### src/rtl/rm_monitor_pkg.sv
// Shared types and default widths for the cluster-7 runtime monitor stages.
package rm_monitor_pkg;

  localparam int unsigned NUM_PROP_DEF = 10;
  localparam int unsigned TS_W_DEF     = 32;

  // One logged event: which enabled properties newly fired, and when.
  typedef struct packed {
    logic [NUM_PROP_DEF-1:0] mask;
    logic [TS_W_DEF-1:0]     ts;
  } mon_evt_t;

endpackage

### src/rtl/mon_evt_fifo.sv
// Synchronous show-ahead FIFO of monitor events with full/empty/count.
module mon_evt_fifo
  import rm_monitor_pkg::*;
#(
  parameter int unsigned DEPTH   = 8,
  parameter type         entry_t = mon_evt_t
) (
  input  logic                       clk,
  input  logic                       rst_n,
  input  logic                       push,
  input  entry_t                     din,
  input  logic                       pop,
  output entry_t                     dout,
  output logic                       full,
  output logic                       empty,
  output logic [$clog2(DEPTH):0]     count
);

  localparam int unsigned AW = $clog2(DEPTH);
  localparam logic [AW:0] FULL_CNT = (AW+1)'(DEPTH);

  entry_t          mem_q [DEPTH];
  entry_t          mem_d [DEPTH];
  logic [AW-1:0]   wr_ptr_q, wr_ptr_d;
  logic [AW-1:0]   rd_ptr_q, rd_ptr_d;
  logic [AW:0]     count_q, count_d;
  logic            push_acc;
  logic            pop_acc;

  assign full  = (count_q == FULL_CNT);
  assign empty = (count_q == '0);
  assign count = count_q;
  assign dout  = mem_q[rd_ptr_q];

  // Accept a push when there is room or when a pop frees the head slot this cycle.
  always_comb begin
    pop_acc  = pop & ~empty;
    push_acc = push & (~full | pop_acc);
    mem_d    = mem_q;
    wr_ptr_d = wr_ptr_q;
    rd_ptr_d = rd_ptr_q;
    count_d  = count_q;
    if (push_acc) begin
      mem_d[wr_ptr_q] = din;
      wr_ptr_d        = wr_ptr_q + AW'(1);
    end
    if (pop_acc) begin
      rd_ptr_d = rd_ptr_q + AW'(1);
    end
    case ({push_acc, pop_acc})
      2'b10:   count_d = count_q + (AW+1)'(1);
      2'b01:   count_d = count_q - (AW+1)'(1);
      default: count_d = count_q;
    endcase
  end

  // Pointer and occupancy registers; reset discards all queued entries.
  always_ff @(posedge clk or negedge rst_n) begin
    if (!rst_n) begin
      wr_ptr_q <= '0;
      rd_ptr_q <= '0;
      count_q  <= '0;
    end else begin
      wr_ptr_q <= wr_ptr_d;
      rd_ptr_q <= rd_ptr_d;
      count_q  <= count_d;
    end
  end

  // Storage array; contents are don't-care until written, so no reset.
  always_ff @(posedge clk) begin
    for (int unsigned i = 0; i < DEPTH; i++) begin
      mem_q[i] <= mem_d[i];
    end
  end

endmodule

### src/rtl/ltl_event_collector_c7lw.sv
// Collects rising LTL violation flags into a timestamped event FIFO with
// sticky status, saturating drop counter and occupancy/overflow interrupt.
module ltl_event_collector_c7lw
  import rm_monitor_pkg::*;
#(
  parameter int unsigned NUM_PROP   = NUM_PROP_DEF,
  parameter int unsigned DEPTH      = 8,
  parameter int unsigned TS_W       = TS_W_DEF,
  parameter int unsigned DROP_W     = 8,
  parameter int unsigned IRQ_THRESH = 4
) (
  input  logic                clk,
  input  logic                reset,
  input  logic                run,
  input  logic [NUM_PROP-1:0] ltl_hits,
  input  logic [NUM_PROP-1:0] prop_en,
  output logic                evt_valid,
  input  logic                evt_ready,
  output logic [NUM_PROP-1:0] evt_mask,
  output logic [TS_W-1:0]     evt_ts,
  output logic [NUM_PROP-1:0] sticky,
  input  logic                clr,
  output logic                overflow,
  output logic [DROP_W-1:0]   drop_cnt,
  output logic                irq
);

  localparam int unsigned CW = $clog2(DEPTH) + 1;
  localparam logic [CW-1:0] IRQ_CNT = CW'(IRQ_THRESH);

  typedef struct packed {
    logic [NUM_PROP-1:0] mask;
    logic [TS_W-1:0]     ts;
  } evt_t;

  logic [TS_W-1:0]     ts_q, ts_d;
  logic [NUM_PROP-1:0] prev_q, prev_d;
  logic [NUM_PROP-1:0] sticky_q, sticky_d;
  logic                overflow_q, overflow_d;
  logic [DROP_W-1:0]   drop_cnt_q, drop_cnt_d;
  logic                irq_q, irq_d;

  logic [NUM_PROP-1:0] en_hits;
  logic [NUM_PROP-1:0] run_hits;
  logic [NUM_PROP-1:0] rise;
  logic                push;
  logic                pop;
  logic                drop;
  evt_t                push_evt;
  evt_t                head_evt;
  logic                fifo_full;
  logic                fifo_empty;
  logic [CW-1:0]       fifo_count;

  mon_evt_fifo #(
    .DEPTH   (DEPTH),
    .entry_t (evt_t)
  ) u_fifo (
    .clk   (clk),
    .rst_n (reset),
    .push  (push),
    .din   (push_evt),
    .pop   (pop),
    .dout  (head_evt),
    .full  (fifo_full),
    .empty (fifo_empty),
    .count (fifo_count)
  );

  assign evt_valid = ~fifo_empty;
  assign evt_mask  = evt_valid ? head_evt.mask : '0;
  assign evt_ts    = evt_valid ? head_evt.ts   : '0;
  assign sticky    = sticky_q;
  assign overflow  = overflow_q;
  assign drop_cnt  = drop_cnt_q;
  assign irq       = irq_q;

  // Edge detect, push/pop/drop decisions and next-state for all status registers.
  always_comb begin
    en_hits  = ltl_hits & prop_en;
    run_hits = run ? en_hits : '0;
    rise     = en_hits & ~prev_q;
    push     = run & (|rise);
    pop      = evt_valid & evt_ready;
    drop     = push & fifo_full & ~pop;
    push_evt = '{mask: rise, ts: ts_q};

    ts_d   = run ? ts_q + TS_W'(1) : ts_q;
    // Clearing prev while stopped makes a flag still high on restart re-fire once.
    prev_d = run_hits;

    sticky_d   = clr ? run_hits : (sticky_q | run_hits);
    overflow_d = clr ? drop     : (overflow_q | drop);
    if (clr) begin
      drop_cnt_d = drop ? DROP_W'(1) : '0;
    end else if (drop && (drop_cnt_q != '1)) begin
      drop_cnt_d = drop_cnt_q + DROP_W'(1);
    end else begin
      drop_cnt_d = drop_cnt_q;
    end

    irq_d = overflow_q | (fifo_count >= IRQ_CNT);
  end

  // Status registers, all cleared by the asynchronous active-low reset.
  always_ff @(posedge clk or negedge reset) begin
    if (!reset) begin
      ts_q       <= '0;
      prev_q     <= '0;
      sticky_q   <= '0;
      overflow_q <= 1'b0;
      drop_cnt_q <= '0;
      irq_q      <= 1'b0;
    end else begin
      ts_q       <= ts_d;
      prev_q     <= prev_d;
      sticky_q   <= sticky_d;
      overflow_q <= overflow_d;
      drop_cnt_q <= drop_cnt_d;
      irq_q      <= irq_d;
    end
  end

endmodule
### config.mk
export PLATFORM = sky130hd
export DESIGN_NAME = ltl_event_collector_c7lw
export DESIGN_NICKNAME = d
export VERILOG_FILES = /design/src/rtl/rm_monitor_pkg.sv /design/src/rtl/mon_evt_fifo.sv /design/src/rtl/ltl_event_collector_c7lw.sv
export SDC_FILE = /design/constraint.sdc
export NUM_CORES = 1
export LEC_CHECK = 0
export ABC_AREA = 1
export BUFFER_PORTS_ARGS = -buffer_cell sky130_fd_sc_hd__buf_4
export CAP_MARGIN = 0
export CORE_MARGIN = 1
export CORE_UTILIZATION = 55
export CTS_CLUSTER_DIAMETER = 50
export DETAILED_ROUTE_END_ITERATION = 7
export PLACE_DENSITY = 0.73
export RECOVER_POWER = 25
export SETUP_SLACK_MARGIN = 0.02
export SYNTH_ARGS = -nofsm -noshare
export SYNTH_HDL_FRONTEND = slang
export SYNTH_SLANG_ARGS = --single-unit
### constraint.sdc
create_clock -name clk -period 4.65 [get_ports clk]
set_input_delay 0.2325 -clock clk [delete_from_list [all_inputs] [get_ports clk]]
set_output_delay 0.2325 -clock clk [all_outputs]
set_load 0.01 [all_outputs]
==> results of run 1 <==
area by class of cell:
cell class,count,share of cell area [%]
well taps,390,2.55
repair buffers,123,5.20
clock inverters,10,0.301
clock buffers,64,6.29
flip-flops and latches,408,62.2
multi-input cells,837,22.1
inverters,69,1.37
power by group through the flow:
stage	Clock (mW)	Sequential [mW]	Combinational [mW]
floorplan	0	4.73	2.34
global placement	0	4.87	3.55
detailed placement	0	4.90	3.61
CTS	3.11	4.82	3.65
global route	3.26	4.88	4.02
finish	3.08	4.82	3.63
worst max path at each step:
stage                                   end  slack (ps)
after floorplan           u_fifo.mem_q[126]        1120
after global placement     u_fifo.mem_q[50]        1410
after detailed placement    u_fifo.count[3]        1340
after CTS                       evt_mask[1]         920
after global routing              evt_ts[2]         630
final                           evt_mask[4]         920
cell families after synthesis:
| kind of cell | share of synthesized area [%] |
|---|---|
| buf+inv | 3.44 |
| flops | 71.5 |
| xor+xnor | 2.11 |
| simple gates | 12.5 |
| fa+ha+maj | 0.572 |
| compound gates | 9.89 |
synth_stat cells (all sizes together):
| cell | instances |
|---|---|
| xnor2 | 14 |
| a31oi | 43 |
| nand4 | 9 |
| buf | 29 |
| inv | 69 |
| ha | 6 |
| o21ai | 219 |
| clkbuf | 44 |
| nand3 | 44 |
| nor3b | 1 |
| o22ai | 42 |
| fa | 1 |
| nand3b | 3 |
| nor2 | 306 |
| nor4 | 4 |
| dfrtp | 72 |
| edfxtp | 336 |
| a21oi | 1 |
| or2 | 1 |
| nand2 | 109 |
| nor3 | 8 |
| xor2 | 26 |
what timing repair did:
action | CTS | global route
endpoints found under the hold margin | 90 | 0
setup endpoints to repair | 0 | 0
hold buffers | 20 | 0
per-layer routing:
metal | share of wire (%) | wire (um) | up-vias | global-route usage [%]
met5 | 0 | 0 | - | 0
met4 | 2.0 | 722 | 0 | 7.32
met3 | 6.3 | 2270 | 55 | 3.40
met2 | 49 | 17400 | 359 | 38.9
met1 | 43 | 15400 | 5309 | 33.1
li1 | - | - | 5081 | -
state kept, by name (all words and copies together) (netlist names):
| register | cells |
|---|---|
| u_fifo.rd_ptr_q | 3 |
| ts_q | 32 |
| u_fifo.wr_ptr_q | 3 |
| u_fifo.count | 4 |
| sticky | 10 |
| drop_cnt | 8 |
| prev_q | 10 |
| irq | 1 |
| u_fifo.mem_q | 336 |
| overflow | 1 |
worst max-delay path, stage by stage, from the launching register on:
cell                      delay [ps]
sky130_fd_sc_hd__dfrtp_4        1080
sky130_fd_sc_hd__buf_4           780
sky130_fd_sc_hd__o21ai_0         210
sky130_fd_sc_hd__o22ai_1         210
sky130_fd_sc_hd__o21ai_0          90
sky130_fd_sc_hd__a31oi_1         360
sky130_fd_sc_hd__buf_4           200
metrics by stage:
step	total power, mW	instance area (um2)
finish	11.5	19100
global route	12.2	19100
CTS	11.6	19100
detailed placement	8.51	17700
global placement	8.42	17700
floorplan	7.07	16600
==> results.txt, run 1 <==
* Cell types with the largest area share after synthesis: sky130_fd_sc_hd__edfxtp_1, sky130_fd_sc_hd__dfrtp_1, sky130_fd_sc_hd__nor2_1
- The layout has 2,199 filler cells.
* Hold wc startpoint: ltl_hits[4]
* Diode insertion count for antenna repair: 0
- Ratio of cells with drive above 1 in the final layout: 13.2%
* Areal power density over the cells: 603 nW/um2
* Clock Latency Late Sink: 530 ps
- Crit path launch type: flip-flop
* Worst setup slack before clock tree synthesis: 1340 ps
- Area grow syn2layout: 15.0%
* Effective utilization at floorplan: 55.9%
- After detailed routing, the average wire length per cell comes to 18.9 um.
- Number of buffers added by the clock tree synthesis step: 40
- Initial DRC count: 1,081
- Largest fanout of any net on the critical path: 95
- After clock tree synthesis, the clock-pin slew on the worst setup and hold paths is 60 ps.
- Die span in x: approximately 180 um
- The clock passes through at most 3 buffers.
* Setup WS post-layout: 922 ps
* Vias in the first global route: 10,600
- Fraction of the yosys area taken by sequential cells: 71.5%
* First-pass GRT wire length: 56.8 mm
- Hold WS: 35.6 ps
* Crit path arrival time: 3500 ps
- Max-cap violations in this run came to 0.
- After floorplanning, the core was divided into 63 placement rows.
- Remaining global-route overflow: 0
* Worst VDD drop: 417 uV
- The analysis attributes to net switching a power of 3.97 mW.
- Endpoints failing setup: 0
* Result of the run: finished, final reports clean
- In the routed layout, each cell is associated on average with a via count of 5.68.
- Derived from the worst setup path, the maximum achievable clock frequency is 268 MHz.
* Clock H-tree levels: 2
- The count of pins over their slew limit was 0.
- Of the total power, registers draw 41.8%.
* Cell leakage power: 7.14 nW
- Worst Max-Slew Pin Slew: 1370 ps
- Mean area per synthesized cell: 12.0 um2
- Crit end category: output port
- Worst r2r dst: u_fifo.count[3]
- HP Class: in2reg
- Number of ports placed on the die boundary: 88
- IO Port Bufs: 87
* Source of the critical timing path: u_fifo.rd_ptr_q[0]
- Post-route insts no fill: 1,901
- The share of total power dissipated in combinational logic is 31.4%.
- The sequential cells in the finished layout cover a total of ~12,000 um2.
- Hold path endpoint: prev_q[4]
* Die footprint: 30,900 um2
- Required time of the critical path: 4420 ps
* Post-CTS Repair Setup Buffers: 0
- In the routed design, unresolved DRC markers number 0.
- Of the total power, the clock network draws 26.7%.
* Crit Path Category: reg2out
- Routability congestion estimate from global placement: slightly above 0.8
- The number of placed instances, taps included, is 1,807.
* Number of iterations in the first detailed-routing pass: 6
* Count of synthesis-stage warnings from yosys: 0
- Measured on the finished design, the core utilization comes to 64.3%.
- Cell internal power was estimated by the tool at around 7.6 mW.
* Final clock period utilization by the worst path: 80.2%
- Maximum number of pins on one net before global-route repair: 96
* Final Skew: approximately 22 ps
- The cell count after synthesis came out at around 1,400.
* Number of antenna-violating nets in the routed design: 0
* Syn_nets: roughly 1,400
- Across every metal layer, demand over resource in global routing totals 23.7%.
* Sinks on Clock Net: 408
* Post-synthesis cell type with the largest combined area: sky130_fd_sc_hd__edfxtp_1
- After clock tree synthesis, the repair step resized 0 gates.
- Setup repair after global routing left no endpoint under its margin.
* Worst hold path cell count: 3
* Post-Syn Area: 16,600 um2
- The worst register-to-register path has a setup slack of ~1200 ps.
- Final WL: 35.8 mm
* Post-layout nets: 1,511
- Most common cell after layout, fill and taps aside: sky130_fd_sc_hd__edfxtp_1
* Placed wire-length estimate after detailed placement: 20.1 mm
- Proportion of total power due to net switching: roughly 34%
- In this run the vertical extent of the chip is 176 um.
* Netlist cell types: 34
* Proportion of netlist area held by the largest area contributor: around three fifths
- For the finished layout, the period the worst path requires is between 3000 and 4000 ps.
- Clock tree synthesis selected as its root buffer the cell sky130_fd_sc_hd__clkbuf_16.
- Path depth of the worst reg2reg path: 15
- The count of final hold-check violations is 0.
* Area occupied by multi-input gates: 4220 um2
- For this block, the via count after detailed routing is 10,800.
* Core Box Area: 29,700 um2
- Measured against its own limit, the worst slew margin works out to around 8.8%.
* Sum of negative setup slack: 0 ps
- Flip-flop and latch count after synthesis: between 400 and 500
- The top cell types in the final layout, fill and taps aside, are sky130_fd_sc_hd__edfxtp_1, sky130_fd_sc_hd__nor2_1, sky130_fd_sc_hd__o21ai_0.
- TritonCTS built the clock tree.
- Antenna violations before repair: 0
- Worst reg2reg startpoint: u_fifo.count[0]
(Power assumes the default switching activity.)
==> run 2: changes to the inputs <==
==> constraint.sdc (replaced) <==
create_clock -name clk -period 3.64 [get_ports clk]
set_input_delay 0.182 -clock clk [delete_from_list [all_inputs] [get_ports clk]]
set_output_delay 0.182 -clock clk [all_outputs]
set_load 0.01 [all_outputs]
==> run 2 against run 1 <==
Net effect: die area unchanged; routed wire length rose by 3.1%; register-to-register slack got worse by 440 ps; global-route usage grew 1.0 points; combinational power up 35%; flip-flop and latch count unchanged; via count rose by 1.3%; first-iteration DRC count down 0.37%; clock power increased by 29%; highest routed layer unchanged.
==> results.txt, run 2 (same netlist as run 1, synthesis figures left out) <==
- Drc violations: 0 (unchanged)
* Effective utilization at floorplan: 55.9% (unchanged)
* Number of antenna-violating nets in the routed design: 0 (unchanged)
- The run finished with clean final reports.
- The total negative slack came to 0 ps (unchanged).
* Global route hottest layer: met2
- The average vias per placed instance came to 5.71 (+0.43%).
- Clock Latency Late Sink: 540 ps (about the same)
- The largest voltage drop on the vdd net is 506 uV (+21%).
- Leaving out fill and tap cells, the most frequent cells in the layout are sky130_fd_sc_hd__edfxtp_1, sky130_fd_sc_hd__nor2_1, sky130_fd_sc_hd__o21ai_0.
* Die footprint: 30,900 um2 (unchanged)
- The startpoint identified for the worst register-to-register timing path is prev_q[5].
- The placed wire-length estimate after detailed placement was 20.8 mm (+3.2%).
- The final setup violation count was 0 (unchanged).
* Cell leakage power: 7.23 nW (+1.3%)
- Post-layout nets: 1,527 (+1.1%)
* Final WL: 36.9 mm (+3.1%)
- Crit end category: flip-flop
- Pins over their slew limit: 0 (unchanged)
- The power density over the cells is 772 nW/um2 (+28%).
- Net load switching power: 5.16 mW (+30%)
- Worst Max-Slew Pin Slew: 963 ps (-406 ps)
- Relative to the synthesized area, the layout overhead comes to 16.3%.
- The number of buffers inserted during clock tree synthesis was 41 (+2.5%).
* Initial DRC count: 1,077 (-0.37%)
- The cell-internal power was 9.77 mW (+29%).
- The final hold slack is 41.7 ps (+6.07 ps).
- The number of buffers inserted by port buffering was 87 (unchanged).
- The placeable core region is 29,700 um2 (unchanged).
* Area occupied by multi-input gates: 4220 um2 (unchanged)
- The iteration count of the initial detailed-routing pass was 8 (+2).
* Most common cell after layout, fill and taps aside: sky130_fd_sc_hd__edfxtp_1
- Sinks on Clock Net: 408 (unchanged)
- Part of the total power dissipated in combinational logic: 32.7% (+1.3 points)
- The via count is 10,900 (+1.3%).
- The utilization of the core after routing came to 65.0% (+0.71 points).
- Area of all sequential standard cells: 11,900 um2 (unchanged)
* Diode insertion count for antenna repair: 0 (unchanged)
* Maximum number of pins on one net before global-route repair: 96 (unchanged)
* Worst r2r dst: u_fifo.mem_q[44]
- Number of ports placed on the die boundary: 88 (unchanged)
* Worst max-slew margin expressed relative to the limit: 35.8% (+27 points)
- The final weighted congestion in routability-driven placement was 0.807 (-2.0%).
- The proportion of total power due to net switching came to 34.6% (+0.12 points).
- The critical path required time was 3890 ps (-530 ps).
* HP Class: in2reg
- The post-CTS repair timing setup buffer count was 0 (unchanged).
- The signal arrival time at the worst endpoint came to 3120 ps (-380 ps).
- Vias in the first global route: 10,800 (+2.2%)
- STA classifies the critical path startpoint as a flip-flop.
- Crit Path Category: reg2reg
- Number of inserted filler cells in the final layout: 2,130 (-3.1%)
- The share of total power in the clock network was 26.7% (about the same).
* Root Buffer Master: sky130_fd_sc_hd__clkbuf_16
- Die Span Y: 176 um (unchanged)
- TritonCTS clock tree: yes
- The count of maximum capacitance violations came to 0 (unchanged).
- Derived from the worst setup path, the maximum achievable clock frequency is 347 MHz.
- The final design instance area without fill came to 19,300 um2 (+1.1%).
- Source of the critical timing path: prev_q[5]
* Remaining global-route overflow: 0 (unchanged)
- Standard cell area after detailed placement: 17,800 um2 (+0.89%)
* Max clock buf depth: 3 (unchanged)
* Final Skew: 24.7 ps (+2.54 ps)
- The number of H-tree branching levels was 2 (unchanged).
* RSZ-0062 raised after global routing: no
- The routing usage on met1 came to 34.5% (+1.4 points).
- Ratio of cells with drive above 1 in the final layout: 13.7% (+0.52 points)
* Flop-to-flop setup slack: 760 ps (-440 ps)
* Wirelength per Cell: 19.3 um (+2.2%)
- Final-report hold violation count: 0 (unchanged)
- Tot GR Track Use: 24.8% (+1.0 points)
- Largest fanout of any net on the critical path: 18 (-81%)
- Final clock period utilization by the worst path: roughly four fifths
* Power share of the sequential group: 40.6% (-1.2 points)
- The site row count is 63 (unchanged).
- Met2 track demand over resource: 40.7% (+1.8 points)
* Min cycle time layout: between 2000 and 3000 ps
* Worst setup path end: u_fifo.mem_q[44]
- Register bank with the most flops: u_fifo.mem_q
- The met3 capacity usage during global routing was 3.27% (-0.13 points).
* First-pass GRT wire length: 59.2 mm (+4.4%)
* Die span in x: 176 um (unchanged)
- The cell depth of the worst flop-to-flop path came to 9 (-6).
- Number of flip-flops in the largest register: 336 (unchanged)
* Largest registers in the final layout: u_fifo.mem_q x336, ts_q x32
* Clock transition at the registers of the reported paths: 60 ps (about the same)
- Antenna violations before repair: 0 (unchanged)
## run 2: changes by cell type in the layout (fill, tap and decap cells not counted), sizes merged
cell,delta
clkbuf,-7
bufinv,+2
inv,-2
buf,+12
dlygate4sd3,+4
clkinv,+7
## run 2: layout make-up
cell class,count,share of cell area [%]
Sequential cell,408,61.5
Multi-Input combinational cell,837,21.8
Timing Repair Buffer,138,6.19
Clock buffer,58,5.74
Tap cell,390,2.52
Inverter,69,1.35
Clock inverter,17,0.822
## run 2: power groups by stage
stage               Combinational, mW  Sequential (mW)  Clock, mW
floorplan                        2.99             6.04          0
global placement                 4.79             6.13          0
detailed placement               4.88             6.15          0
CTS                              4.94             6.06       4.03
global route                     5.42             6.11       4.21
finish                           4.89             6.06       3.98
## run 2: critical path, cell delays in order (launching register included)
cell	delay, ps
sky130_fd_sc_hd__dfrtp_1	370
sky130_fd_sc_hd__nor2_1	450
sky130_fd_sc_hd__nor2_1	100
sky130_fd_sc_hd__nand3_2	120
sky130_fd_sc_hd__nand2_2	90
sky130_fd_sc_hd__nor2_4	160
sky130_fd_sc_hd__inv_2	50
sky130_fd_sc_hd__or2_1	350
sky130_fd_sc_hd__nor2_4	570
sky130_fd_sc_hd__buf_4	310
## run 2: repair_timing
action / 4_1_cts / 5_1_grt
setup endpoints to repair: 0 / 0
hold endpoints to repair: 99 / 0
hold buffers: 24 / 0
resized for setup: 0 / 0
## run 2: layer usage
layer | vias to the layer above | share of wire [%]
met5 | - | 0
li1 | 5126 | -
met1 | 5401 | 43
met2 | 351 | 49
met4 | 0 | 2.7
met3 | 64 | 5.5
## run 2: stage by stage
stage          power, mW  worst slack, ps  instances
5_1_grt             15.7              595       1917
6_report            14.9              762       1917
3_5_place_dp        11.0              791       1818
4_1_cts             15.0              746       1917
3_3_place_gp        10.9              878       1818
2_1_floorplan       9.03              114       1387
## run 2: how the worst min path moves through the flow
| stage | start | to | slack [ps] | cells after the start |
|---|---|---|---|---|
| after floorplan | reset | drop_cnt[0] | -110 | 0 |
| after global placement | reset | drop_cnt[5] | 370 | 1 |
| after detailed placement | reset | drop_cnt[5] | 390 | 1 |
| after CTS | run | ts_q[1] | 20 | 3 |
| after global routing | run | ts_q[1] | 60 | 3 |
| final | run | ts_q[1] | 40 | 3 |
